[src/rtl/conv_window_mac_if.sv]
// Column-in / result-out stream bundle for conv_window_mac.
// master = column source + result sink, slave = the convolver.
interface conv_window_mac_if #(
  parameter int DATA_W = 8,
  parameter int KSIZE  = 3
);
  logic                      col_valid;
  logic                      col_ready;
  logic [KSIZE*DATA_W-1:0]   col_data;
  logic                      out_valid;
  logic                      out_ready;
  logic [DATA_W-1:0]         out_data;

  modport master (output col_valid, col_data, out_ready,
                  input  col_ready, out_valid, out_data);
  modport slave  (input  col_valid, col_data, out_ready,
                  output col_ready, out_valid, out_data);
endinterface

[src/rtl/conv_window_mac.sv]
// KSIZE x KSIZE sliding-window convolver: builds the window from a column
// stream, runs one MAC per cycle against a stored signed kernel, then
// shifts / ReLUs / saturates each window sum into one output word.
module conv_window_mac #(
  parameter int DATA_W = 8,
  parameter int ACC_W  = 20,
  parameter int KSIZE  = 3,
  parameter int IMG_W  = 8
) (
  input  logic                               clk,
  input  logic                               rst,
  input  logic                               start,
  input  logic [1:0]                         stride,
  input  logic                               relu_en,
  input  logic [4:0]                         out_shift,
  input  logic                               k_wr_en,
  input  logic [$clog2(KSIZE*KSIZE)-1:0]     k_wr_addr,
  input  logic [DATA_W-1:0]                  k_wr_data,
  conv_window_mac_if.slave                   s,
  output logic                               busy,
  output logic                               done
);
  localparam int KN    = KSIZE * KSIZE;
  localparam int KW    = $clog2(KN);
  localparam int CW    = $clog2(KSIZE + 1);
  localparam int RW    = $clog2(KSIZE);
  localparam int OW    = $clog2(IMG_W + 1);
  localparam int NOUT1 = IMG_W - KSIZE + 1;
  localparam int NOUT2 = (IMG_W - KSIZE) / 2 + 1;
  localparam logic signed [ACC_W-1:0] SAT_HI = ACC_W'((1 << (DATA_W - 1)) - 1);
  localparam logic signed [ACC_W-1:0] SAT_LO = -SAT_HI - ACC_W'(1);

  typedef enum logic [2:0] {S_IDLE, S_FILL, S_MAC, S_RESULT, S_OUT, S_ADV, S_DONE} state_t;

  state_t                               r_state;
  logic [CW-1:0]                        r_cnt;
  logic [RW-1:0]                        r_mr, r_mc;
  logic [KW-1:0]                        r_ki;
  logic [OW-1:0]                        r_ocnt;
  logic                                 r_stride2, r_relu;
  logic [4:0]                           r_shift;
  logic signed [ACC_W-1:0]              r_acc;
  logic                                 r_col_ready, r_out_valid, r_busy, r_done;
  logic [DATA_W-1:0]                    r_out_data;
  logic [KSIZE-1:0][KSIZE-1:0][DATA_W-1:0] r_win;   // [column][row]
  logic [KN-1:0][DATA_W-1:0]            r_kern;

  logic                                 w_col_hs, w_last_out;
  logic [CW-1:0]                        w_step;
  logic signed [2*DATA_W-1:0]           w_prod;
  logic signed [ACC_W-1:0]              w_prod_ext, w_shr, w_y;

  assign w_col_hs   = s.col_valid & r_col_ready;
  assign w_step     = r_stride2 ? CW'(2) : CW'(1);
  assign w_last_out = (r_ocnt == (r_stride2 ? OW'(NOUT2 - 1) : OW'(NOUT1 - 1)));
  assign w_prod     = $signed(r_win[r_mc][r_mr]) * $signed(r_kern[r_ki]);
  assign w_prod_ext = {{(ACC_W - 2*DATA_W){w_prod[2*DATA_W-1]}}, w_prod};
  assign w_shr      = r_acc >>> r_shift;

  // Post-processing: floor shift, optional ReLU, clamp to the output range.
  always_comb begin
    w_y = w_shr;
    if (r_relu && w_y < 0) w_y = '0;
    if (w_y > SAT_HI)      w_y = SAT_HI;
    else if (w_y < SAT_LO) w_y = SAT_LO;
  end

  // Window shift register; only moves on a column handshake, so it is
  // naturally frozen during MAC/RESULT/OUT. Contents need no reset.
  always_ff @(posedge clk) begin
    if (w_col_hs) begin
      for (int c = 0; c < KSIZE - 1; c++) r_win[c] <= r_win[c+1];
      r_win[KSIZE-1] <= s.col_data;
    end
  end

  // Kernel store: writable only while idle, out-of-range indices dropped.
  always_ff @(posedge clk) begin
    if (k_wr_en && r_state == S_IDLE && int'(k_wr_addr) < KN)
      r_kern[k_wr_addr] <= k_wr_data;
  end

  // Control FSM with registered handshake/status outputs.
  always_ff @(posedge clk or negedge rst) begin
    if (!rst) begin
      r_state     <= S_IDLE;
      r_cnt       <= '0;
      r_mr        <= '0;
      r_mc        <= '0;
      r_ki        <= '0;
      r_ocnt      <= '0;
      r_stride2   <= 1'b0;
      r_relu      <= 1'b0;
      r_shift     <= '0;
      r_acc       <= '0;
      r_col_ready <= 1'b0;
      r_out_valid <= 1'b0;
      r_out_data  <= '0;
      r_busy      <= 1'b0;
      r_done      <= 1'b0;
    end else begin
      r_done <= 1'b0;
      case (r_state)
        S_IDLE: if (start) begin
          r_stride2   <= (stride == 2'd2);
          r_relu      <= relu_en;
          r_shift     <= out_shift;
          r_ocnt      <= '0;
          r_cnt       <= '0;
          r_col_ready <= 1'b1;
          r_busy      <= 1'b1;
          r_state     <= S_FILL;
        end
        S_FILL, S_ADV: if (w_col_hs) begin
          if (r_cnt == ((r_state == S_FILL) ? CW'(KSIZE - 1) : w_step - CW'(1))) begin
            r_col_ready <= 1'b0;
            r_acc       <= '0;
            r_ki        <= '0;
            r_mr        <= '0;
            r_mc        <= '0;
            r_state     <= S_MAC;
          end else begin
            r_cnt <= r_cnt + CW'(1);
          end
        end
        S_MAC: begin
          r_acc <= r_acc + w_prod_ext;
          if (r_ki == KW'(KN - 1)) begin
            r_state <= S_RESULT;
          end else begin
            r_ki <= r_ki + KW'(1);
            if (r_mc == RW'(KSIZE - 1)) begin
              r_mc <= '0;
              r_mr <= r_mr + RW'(1);
            end else begin
              r_mc <= r_mc + RW'(1);
            end
          end
        end
        S_RESULT: begin
          r_out_data  <= w_y[DATA_W-1:0];
          r_out_valid <= 1'b1;
          r_state     <= S_OUT;
        end
        S_OUT: if (s.out_ready) begin
          r_out_valid <= 1'b0;
          if (w_last_out) begin
            r_done  <= 1'b1;
            r_state <= S_DONE;
          end else begin
            r_ocnt      <= r_ocnt + OW'(1);
            r_cnt       <= '0;
            r_col_ready <= 1'b1;
            r_state     <= S_ADV;
          end
        end
        S_DONE: begin
          r_busy  <= 1'b0;
          r_state <= S_IDLE;
        end
        default: r_state <= S_IDLE;
      endcase
    end
  end

  assign s.col_ready = r_col_ready;
  assign s.out_valid = r_out_valid;
  assign s.out_data  = r_out_data;
  assign busy        = r_busy;
  assign done        = r_done;
endmodule

[src/flat_wrapper.sv]
// flat-port wrapper written by rule: the top's interface ports become plain ports
module conv_window_mac_flat 
#(
  parameter int DATA_W = 8,
  parameter int ACC_W  = 20,
  parameter int KSIZE  = 3,
  parameter int IMG_W  = 8
)
  (clk, rst, start, stride, relu_en, out_shift, k_wr_en, k_wr_addr, k_wr_data, busy, done, s_col_valid, s_col_data, s_out_ready, s_col_ready, s_out_valid, s_out_data);
  conv_window_mac_if #(.DATA_W(DATA_W), .KSIZE(KSIZE)) s_i ();
  input  logic clk;
  input  logic rst;
  input  logic start;
  input  logic [1:0] stride;
  input  logic relu_en;
  input  logic [4:0] out_shift;
  input  logic k_wr_en;
  input  logic [$clog2(KSIZE*KSIZE)-1:0] k_wr_addr;
  input  logic [DATA_W-1:0] k_wr_data;
  output logic busy;
  output logic done;
  input wire logic [$bits(s_i.col_valid)-1:0] s_col_valid;
  input wire logic [$bits(s_i.col_data)-1:0] s_col_data;
  input wire logic [$bits(s_i.out_ready)-1:0] s_out_ready;
  output wire logic [$bits(s_i.col_ready)-1:0] s_col_ready;
  output wire logic [$bits(s_i.out_valid)-1:0] s_out_valid;
  output wire logic [$bits(s_i.out_data)-1:0] s_out_data;
  assign s_i.col_valid = s_col_valid;
  assign s_i.col_data = s_col_data;
  assign s_i.out_ready = s_out_ready;
  assign s_col_ready = s_i.col_ready;
  assign s_out_valid = s_i.out_valid;
  assign s_out_data = s_i.out_data;
  conv_window_mac #(.DATA_W(DATA_W), .ACC_W(ACC_W), .KSIZE(KSIZE), .IMG_W(IMG_W)) u_core (.clk(clk), .rst(rst), .start(start), .stride(stride), .relu_en(relu_en), .out_shift(out_shift), .k_wr_en(k_wr_en), .k_wr_addr(k_wr_addr), .k_wr_data(k_wr_data), .s(s_i), .busy(busy), .done(done));
endmodule
[config.mk]
export PLATFORM = sky130hd
export DESIGN_NAME = conv_window_mac_flat
export DESIGN_NICKNAME = d
export VERILOG_FILES = /design/src/rtl/conv_window_mac_if.sv /design/src/rtl/conv_window_mac.sv /design/src/flat_wrapper.sv
export SDC_FILE = /design/constraint.sdc
export NUM_CORES = 1
export LEC_CHECK = 0
export ABC_AREA = 0
export CORE_MARGIN = 2
export CORE_UTILIZATION = 30
export DETAILED_ROUTE_END_ITERATION = 10
export GPL_TIMING_DRIVEN = 0
export PLACE_DENSITY = 0.52
export SKIP_LAST_GASP = 1
export SLEW_MARGIN = 0
export SYNTH_ARGS = -nofsm -noshare
export SYNTH_HDL_FRONTEND = slang
export SYNTH_SLANG_ARGS = --single-unit
[constraint.sdc]
create_clock -name clk -period 9 [get_ports clk]
set_clock_uncertainty 0.1 [all_clocks]
set_input_delay 0.9 -clock clk [delete_from_list [all_inputs] [get_ports clk]]
set_output_delay 0.9 -clock clk [all_outputs]
set_load 0.1 [all_outputs]
### After elaboration in Yosys (flattened, before gate mapping)

Cells that the tools add are included.

| cells by class | value |
|---|---|
| equal/unequal tests | 20 |
| $mul | 1 |
| reduce and logical (&&, ||, !) cells | 21 |
| order comparisons | 9 |
| muxes and demuxes | 59 |
| bitwise logic cells | 1 |
| shift-type cells | 1 |
| add/sub/neg operators | 7 |

Operators by type and width:

| cell | count |
|---|---|
| $bwmux W72 | 1 |
| $mux W20 | 3 |
| $bmux W24 S2 | 1 |
| $mux W8 | 5 |
| $pmux W20 S2 | 1 |
| $bmux W8 S4 | 1 |
| $demux W8 S4 | 1 |
| $mux W2 | 14 |
| $mux W24 | 1 |
| $mux W4 | 6 |
| $add A20 B16 Y20 | 1 |
| $gt A20 B8 Y1 const B | 1 |
| $lt A20 B1 Y1 const B | 1 |
| $lt A20 B8 Y1 const B | 1 |
| $sshr A20 B5 Y20 | 1 |
| $mux W3 | 6 |
| $bmux W8 S2 | 1 |
| $mul A8 B8 Y16 | 1 |
| $pmux W4 S2 | 2 |
| $pmux W3 S5 | 1 |
| $reduce_and A6 Y1 | 2 |
| $lt A4 B5 Y1 const B | 2 |
| $ne A2 B2 Y1 const B | 5 |
| $reduce_and A5 Y1 | 2 |
| 28 further kinds | 58 |

| word-level totals | value |
|---|---|
| register bits | 200 |
| logic and storage cells | 152 |
| bits of input ports | 50 |

### Logic depth before layout (Yosys ltp)

| depth | value |
|---|---|
| depth after elaboration | 7 |
| depth in mapped cells | 28 |

### Least setup slack after synthesis

Ideal clock, no wire load.

| path | value |
|---|---|
| path type | register -> register |
| from | register u_core.r_mc[0] |
| to | register u_core.r_acc[19] |
| stages on the path, launching flop included | 24 |
| setup time | 90 ps |
| arrival time | 6,780 ps |
| slack | 2,030 ps |
| period minus slack after synthesis | 6,970 ps |
| path through | dfrtp_1 > clkbuf_1 > nor2b_1 > clkbuf_1 > clkbuf_1 > a21oi_1 > o22a_1 > clkbuf_1 > nor2_1 > inv_1 > fa_1 > inv_1 > fa_1 > fa_1 > fa_1 > fa_1 > ha_1 > nand3_1 > o2111ai_1 > a41o_1 > a221o_1 > a2111oi_0 > o21ai_0 > o221ai_1 |

| on the way | value |
|---|---|
| word-level cells in the longest chain between the ends | 7 |

Ends and longest elaborated chain:

| item | RTL line | RTL |
|---|---|---|
| start, declared | conv_window_mac.sv:37 | `logic [RW-1:0] r_mr, r_mc;` |
| start signal, assigned | conv_window_mac.sv:136 | `r_mc <= r_mc + RW'(1);` |
| $bmux W24 S2 | conv_window_mac.sv:56 | `assign w_prod = $signed(r_win[r_mc][r_mr]) * $signed(r_kern[r_ki]);` |
| $mux W24 (implied by the code) | conv_window_mac.sv:56 |  |
| $bmux W8 S2 | conv_window_mac.sv:56 |  |
| $mux W8 (implied by the code) | conv_window_mac.sv:56 |  |
| $mul A8 B8 Y16 | conv_window_mac.sv:56 |  |
| $add A20 B16 Y20 | conv_window_mac.sv:127 | `r_acc <= r_acc + w_prod_ext;` |
| $pmux W20 S2 | conv_window_mac.sv:103 | `case (r_state)` |
| end signal, assigned | conv_window_mac.sv:127 |  |
| end, declared | conv_window_mac.sv:42 | `logic signed [ACC_W-1:0] r_acc;` |

Every way passes these cells. The select of a mux whose other input is x is not followed.
A chain may end at the register's enable or synchronous reset.

### Final worst setup path

| path | value |
|---|---|
| from | register u_core.r_ki[0] |
| to | register u_core.r_acc[19] |

| on the way | value |
|---|---|
| word-level cells in the longest chain between the ends | 5 |

Ends and longest elaborated chain:

| item | RTL line | RTL |
|---|---|---|
| start, declared | conv_window_mac.sv:38 | `logic [KW-1:0] r_ki;` |
| start signal, assigned | conv_window_mac.sv:131 | `r_ki <= r_ki + KW'(1);` |
| $bmux W8 S4 | conv_window_mac.sv:56 |  |
| $mux W8 (implied by the code) | conv_window_mac.sv:56 |  |
| $mul A8 B8 Y16 | conv_window_mac.sv:56 |  |
| $add A20 B16 Y20 | conv_window_mac.sv:127 |  |
| $pmux W20 S2 | conv_window_mac.sv:103 |  |

Every way passes these cells. The select of a mux whose other input is x is not followed.

==> impl_metrics.csv <==
group,metric,value,unit
layout,share_of_cells_above_drive_strength_1,0.0904,
layout,nNetsFinal,1313,
grt,antenna_found_initial,0,
cts,cts_inserted_buffers,17,
placed_design,hpwlAfterDp,21.3,mm
yosys,synth.top_cells.by_count,"144 x sky130_fd_sc_hd__edfxtp_1, 108 x sky130_fd_sc_hd__inv_1, 99 x sky130_fd_sc_hd__nor2_1, 88 x sky130_fd_sc_hd__fa_1, 82 x sky130_fd_sc_hd__nand2_1",
cts,hold_buffers,0,
yosys,synth_enable_flop_cells,144,
floorplan,fp.dieH,209,um
timing,final_critical_path_setup_slack,781,ps
run_status,status,"completed",
placed_design,placement.io_buffers,61,
yosys,yosysTopAreaCellShare,0.343,
timing,timing.slew.headroom,0.107,
yosys,synth_top_cells_by_area,"sky130_fd_sc_hd__edfxtp_1 34%, sky130_fd_sc_hd__fa_1 14%, sky130_fd_sc_hd__dfrtp_1 11%",
routing,drc,0,
yosys,yosysTopAreaCell,"sky130_fd_sc_hd__edfxtp_1",
timing,final-max-slew-violation-count,0,
cts,postCtsSetupRepairBufs,0,
routing,initialDrtViolationCount,454,
routing,routed_vias_inst,4.75,
placed_design,detailedPlace.worstSlack,693,ps
floorplan,std_cell_rows,75,
cts,clock_net_sink_count,200,
yosys,warning_count_from_the_yosys_run,0,
yosys,post_synth_instance_area,0.0126,mm2
layout,num-fill-cells,4061,
worst_setup_path,worst-path-max-fanout,13,
job,max-cap-violations,0,
timing,timing_worst_slew_pin_value,1340,ps
cts,post_cts.resized_instances,0,
worst_setup_path,worstPathRequired,9260,ps
grt,grt_pass1_vias,8398,
worst_setup_path,path_class,"reg -> reg",
grt,grt_first_pass_wirelength,45.9,mm
timing,rsz0062_at_grt,"no",
placed_design,global_placement_routability_congestion,0.831,
timing,setup_viol,0,
layout,antenna_cells_inserted,0,
timing,timing.final.crit_share,0.913,
layout,sequential_cell_area,0.00573,mm2
cts,worst_skew_pair.late_latency,460,ps
routing,ant_nets,0,
routing,num_vias,7969,
timing,highest_clock_rate,0.122,GHz
grt,pin_count_of_the_biggest_net_entering_global_routing,73,
layout,multi_input_comb_area,0.00628,mm2
yosys,synth_cell_type_count,68,
yosys,syn-mean-instance-area,12.1,um2
grt,grtUsageTotal,0.134,
floorplan,core_region_area,0.0418,mm2
layout,area_growth,15.4,%
yosys,synth_cells,1044,
floorplan,die_w,209,um
floorplan,ioPinCount,62,
hold_path,hp-class,"reg -> reg",
cts,tritoncts,"done",
cts,worst_setup_hold_path_clk_slew,80,ps
floorplan,initial_core_util,0.302,
yosys,synth_fp_nets,1231,
timing,timing.final.hold_violations,0,
timing,timing.final.crit_period,8220,ps
cts,htreeDepth,4,
floorplan,die-area,0.0437,mm2
worst_setup_path,cp-start-kind,"register",
routing,wl,27.8,mm
timing,timing.setup.tns,0,ps
grt,grt_overflow_total,0,
routing,drt-pass1-iter-count,4,
cts,clockBufferDepth,2,
worst_setup_path,cp_data_arrival_time,8480,ps
yosys,ys.flop_type,"sky130_fd_sc_hd__edfxtp_1",
worst_setup_path,cp-end-kind,"register",
yosys,flops_latches_synth,200,
yosys,portion_of_the_post_synthesis_area_used_by_sequential_elements,0.454,
cts,clock-root-buffer,"sky130_fd_sc_hd__clkbuf_16",
routing,drt-wirelength-per-cell,16.6,um
yosys,synth-async-reset-ratio,0.280,
yosys,yosys.cell_count.top_type,"sky130_fd_sc_hd__edfxtp_1",
-- final timing paths --
check                                  from                to  slack [ps]  depth (start not counted)
max                          u_core.r_ki[0]  u_core.r_acc[19]         780                         21
min                        u_core.r_win[25]   u_core.r_win[1]         360                          0
max reg2reg                  u_core.r_ki[0]  u_core.r_acc[19]         780                         21
min reg2reg                u_core.r_win[25]   u_core.r_win[1]         360                          0
max in group asynchronous               rst   u_core.r_acc[8]        7730                          2
min in group asynchronous               rst  u_core.r_ocnt[2]         440                          1
-- metrics by stage --
step / cell area (um2) / hold slack (ps) / std cells / util
2_1_floorplan: 12600 / 326 / 1044 / -
3_3_place_gp: 13900 / 335 / 1644 / 0.333
3_5_place_dp: 14000 / 334 / 1646 / 0.334
4_1_cts: 14600 / 355 / 1678 / 0.349
5_1_grt: 14600 / 357 / 1678 / 0.349
6_report: 14600 / 355 / 1678 / 0.349
-- routing by layer --
| metal | GRT usage | part of all wire | vias to the layer above |
|---|---|---|---|
| li1 | - | - | 3851 |
| met1 | 0.175 | 0.46 | 4004 |
| met2 | 0.226 | 0.50 | 86 |
| met3 | 0.0236 | 0.025 | 28 |
| met4 | 0.0411 | 0.017 | 0 |
| met5 | 0 | 0 | - |
-- kinds of logic after synthesis --
logic type	after synthesis	synth area share
xor+xnor	22	0.0153
flops	200	0.454
mux	92	0.104
compound gates	173	0.0915
buf+inv	156	0.0495
simple gates	264	0.0982
fa+ha+maj	137	0.188
-- sequential cells by signal (all words and copies together), names as in the netlist, 3 cells and up --
name,flops
u_core.r_kern,72
u_core.r_win,72
u_core.r_acc,20
u_core.s.out_data,8
u_core.r_shift,5
u_core.r_ki,4
u_core.r_ocnt,4
u_core.r_state,3
-- cell type report --
cell class | count | area share
multi-input combinational | 688 | 0.431
sequential | 200 | 0.393
tap | 539 | 0.0463
timing repair buffer | 63 | 0.0448
clock buffer | 17 | 0.0292
inverter | 111 | 0.0288
buffer | 45 | 0.0143
clock inverter | 15 | 0.0121
-- layout by cell type (no fill, tap or decap), types with 12 or more instances in the layout --
cell                                n
sky130_fd_sc_hd__edfxtp_1         144
sky130_fd_sc_hd__inv_1            107
sky130_fd_sc_hd__nor2_1            99
sky130_fd_sc_hd__fa_1              88
sky130_fd_sc_hd__nand2_1           82
sky130_fd_sc_hd__clkdlybuf4s50_1   60
sky130_fd_sc_hd__dfrtp_1           56
sky130_fd_sc_hd__mux2i_1           53
sky130_fd_sc_hd__o21ai_0           51
sky130_fd_sc_hd__ha_1              49
sky130_fd_sc_hd__a21oi_1           39
sky130_fd_sc_hd__clkbuf_1          28
sky130_fd_sc_hd__mux4_2            25
sky130_fd_sc_hd__nand2b_1          19
sky130_fd_sc_hd__clkbuf_16         17
sky130_fd_sc_hd__o211ai_1          15
sky130_fd_sc_hd__nor3_1            13
sky130_fd_sc_hd__o22ai_1           13
sky130_fd_sc_hd__xnor2_1           12
-- critical path, cell delays in order, from the launching register on --
cell                        delay, ps
sky130_fd_sc_hd__dfrtp_1          450
sky130_fd_sc_hd__buf_1            330
sky130_fd_sc_hd__nor4b_2          770
sky130_fd_sc_hd__nand2_1          100
sky130_fd_sc_hd__o21ai_0          230
sky130_fd_sc_hd__inv_1            250
sky130_fd_sc_hd__nor2_1          1050
sky130_fd_sc_hd__inv_1            160
sky130_fd_sc_hd__fa_1             560
sky130_fd_sc_hd__inv_1             60
sky130_fd_sc_hd__fa_1             530
sky130_fd_sc_hd__fa_1             450
sky130_fd_sc_hd__fa_1             590
sky130_fd_sc_hd__fa_1             430
sky130_fd_sc_hd__ha_1             380
sky130_fd_sc_hd__nand3_1          140
sky130_fd_sc_hd__o2111ai_1        170
sky130_fd_sc_hd__a41o_1           330
sky130_fd_sc_hd__a221o_1          350
sky130_fd_sc_hd__a2111oi_0        440
sky130_fd_sc_hd__o21ai_0          170
sky130_fd_sc_hd__o221ai_1         120
Power is left out: the tool's default activity adds up to more than one toggle a clock period on the data nets, which glitch-free logic cannot reach.
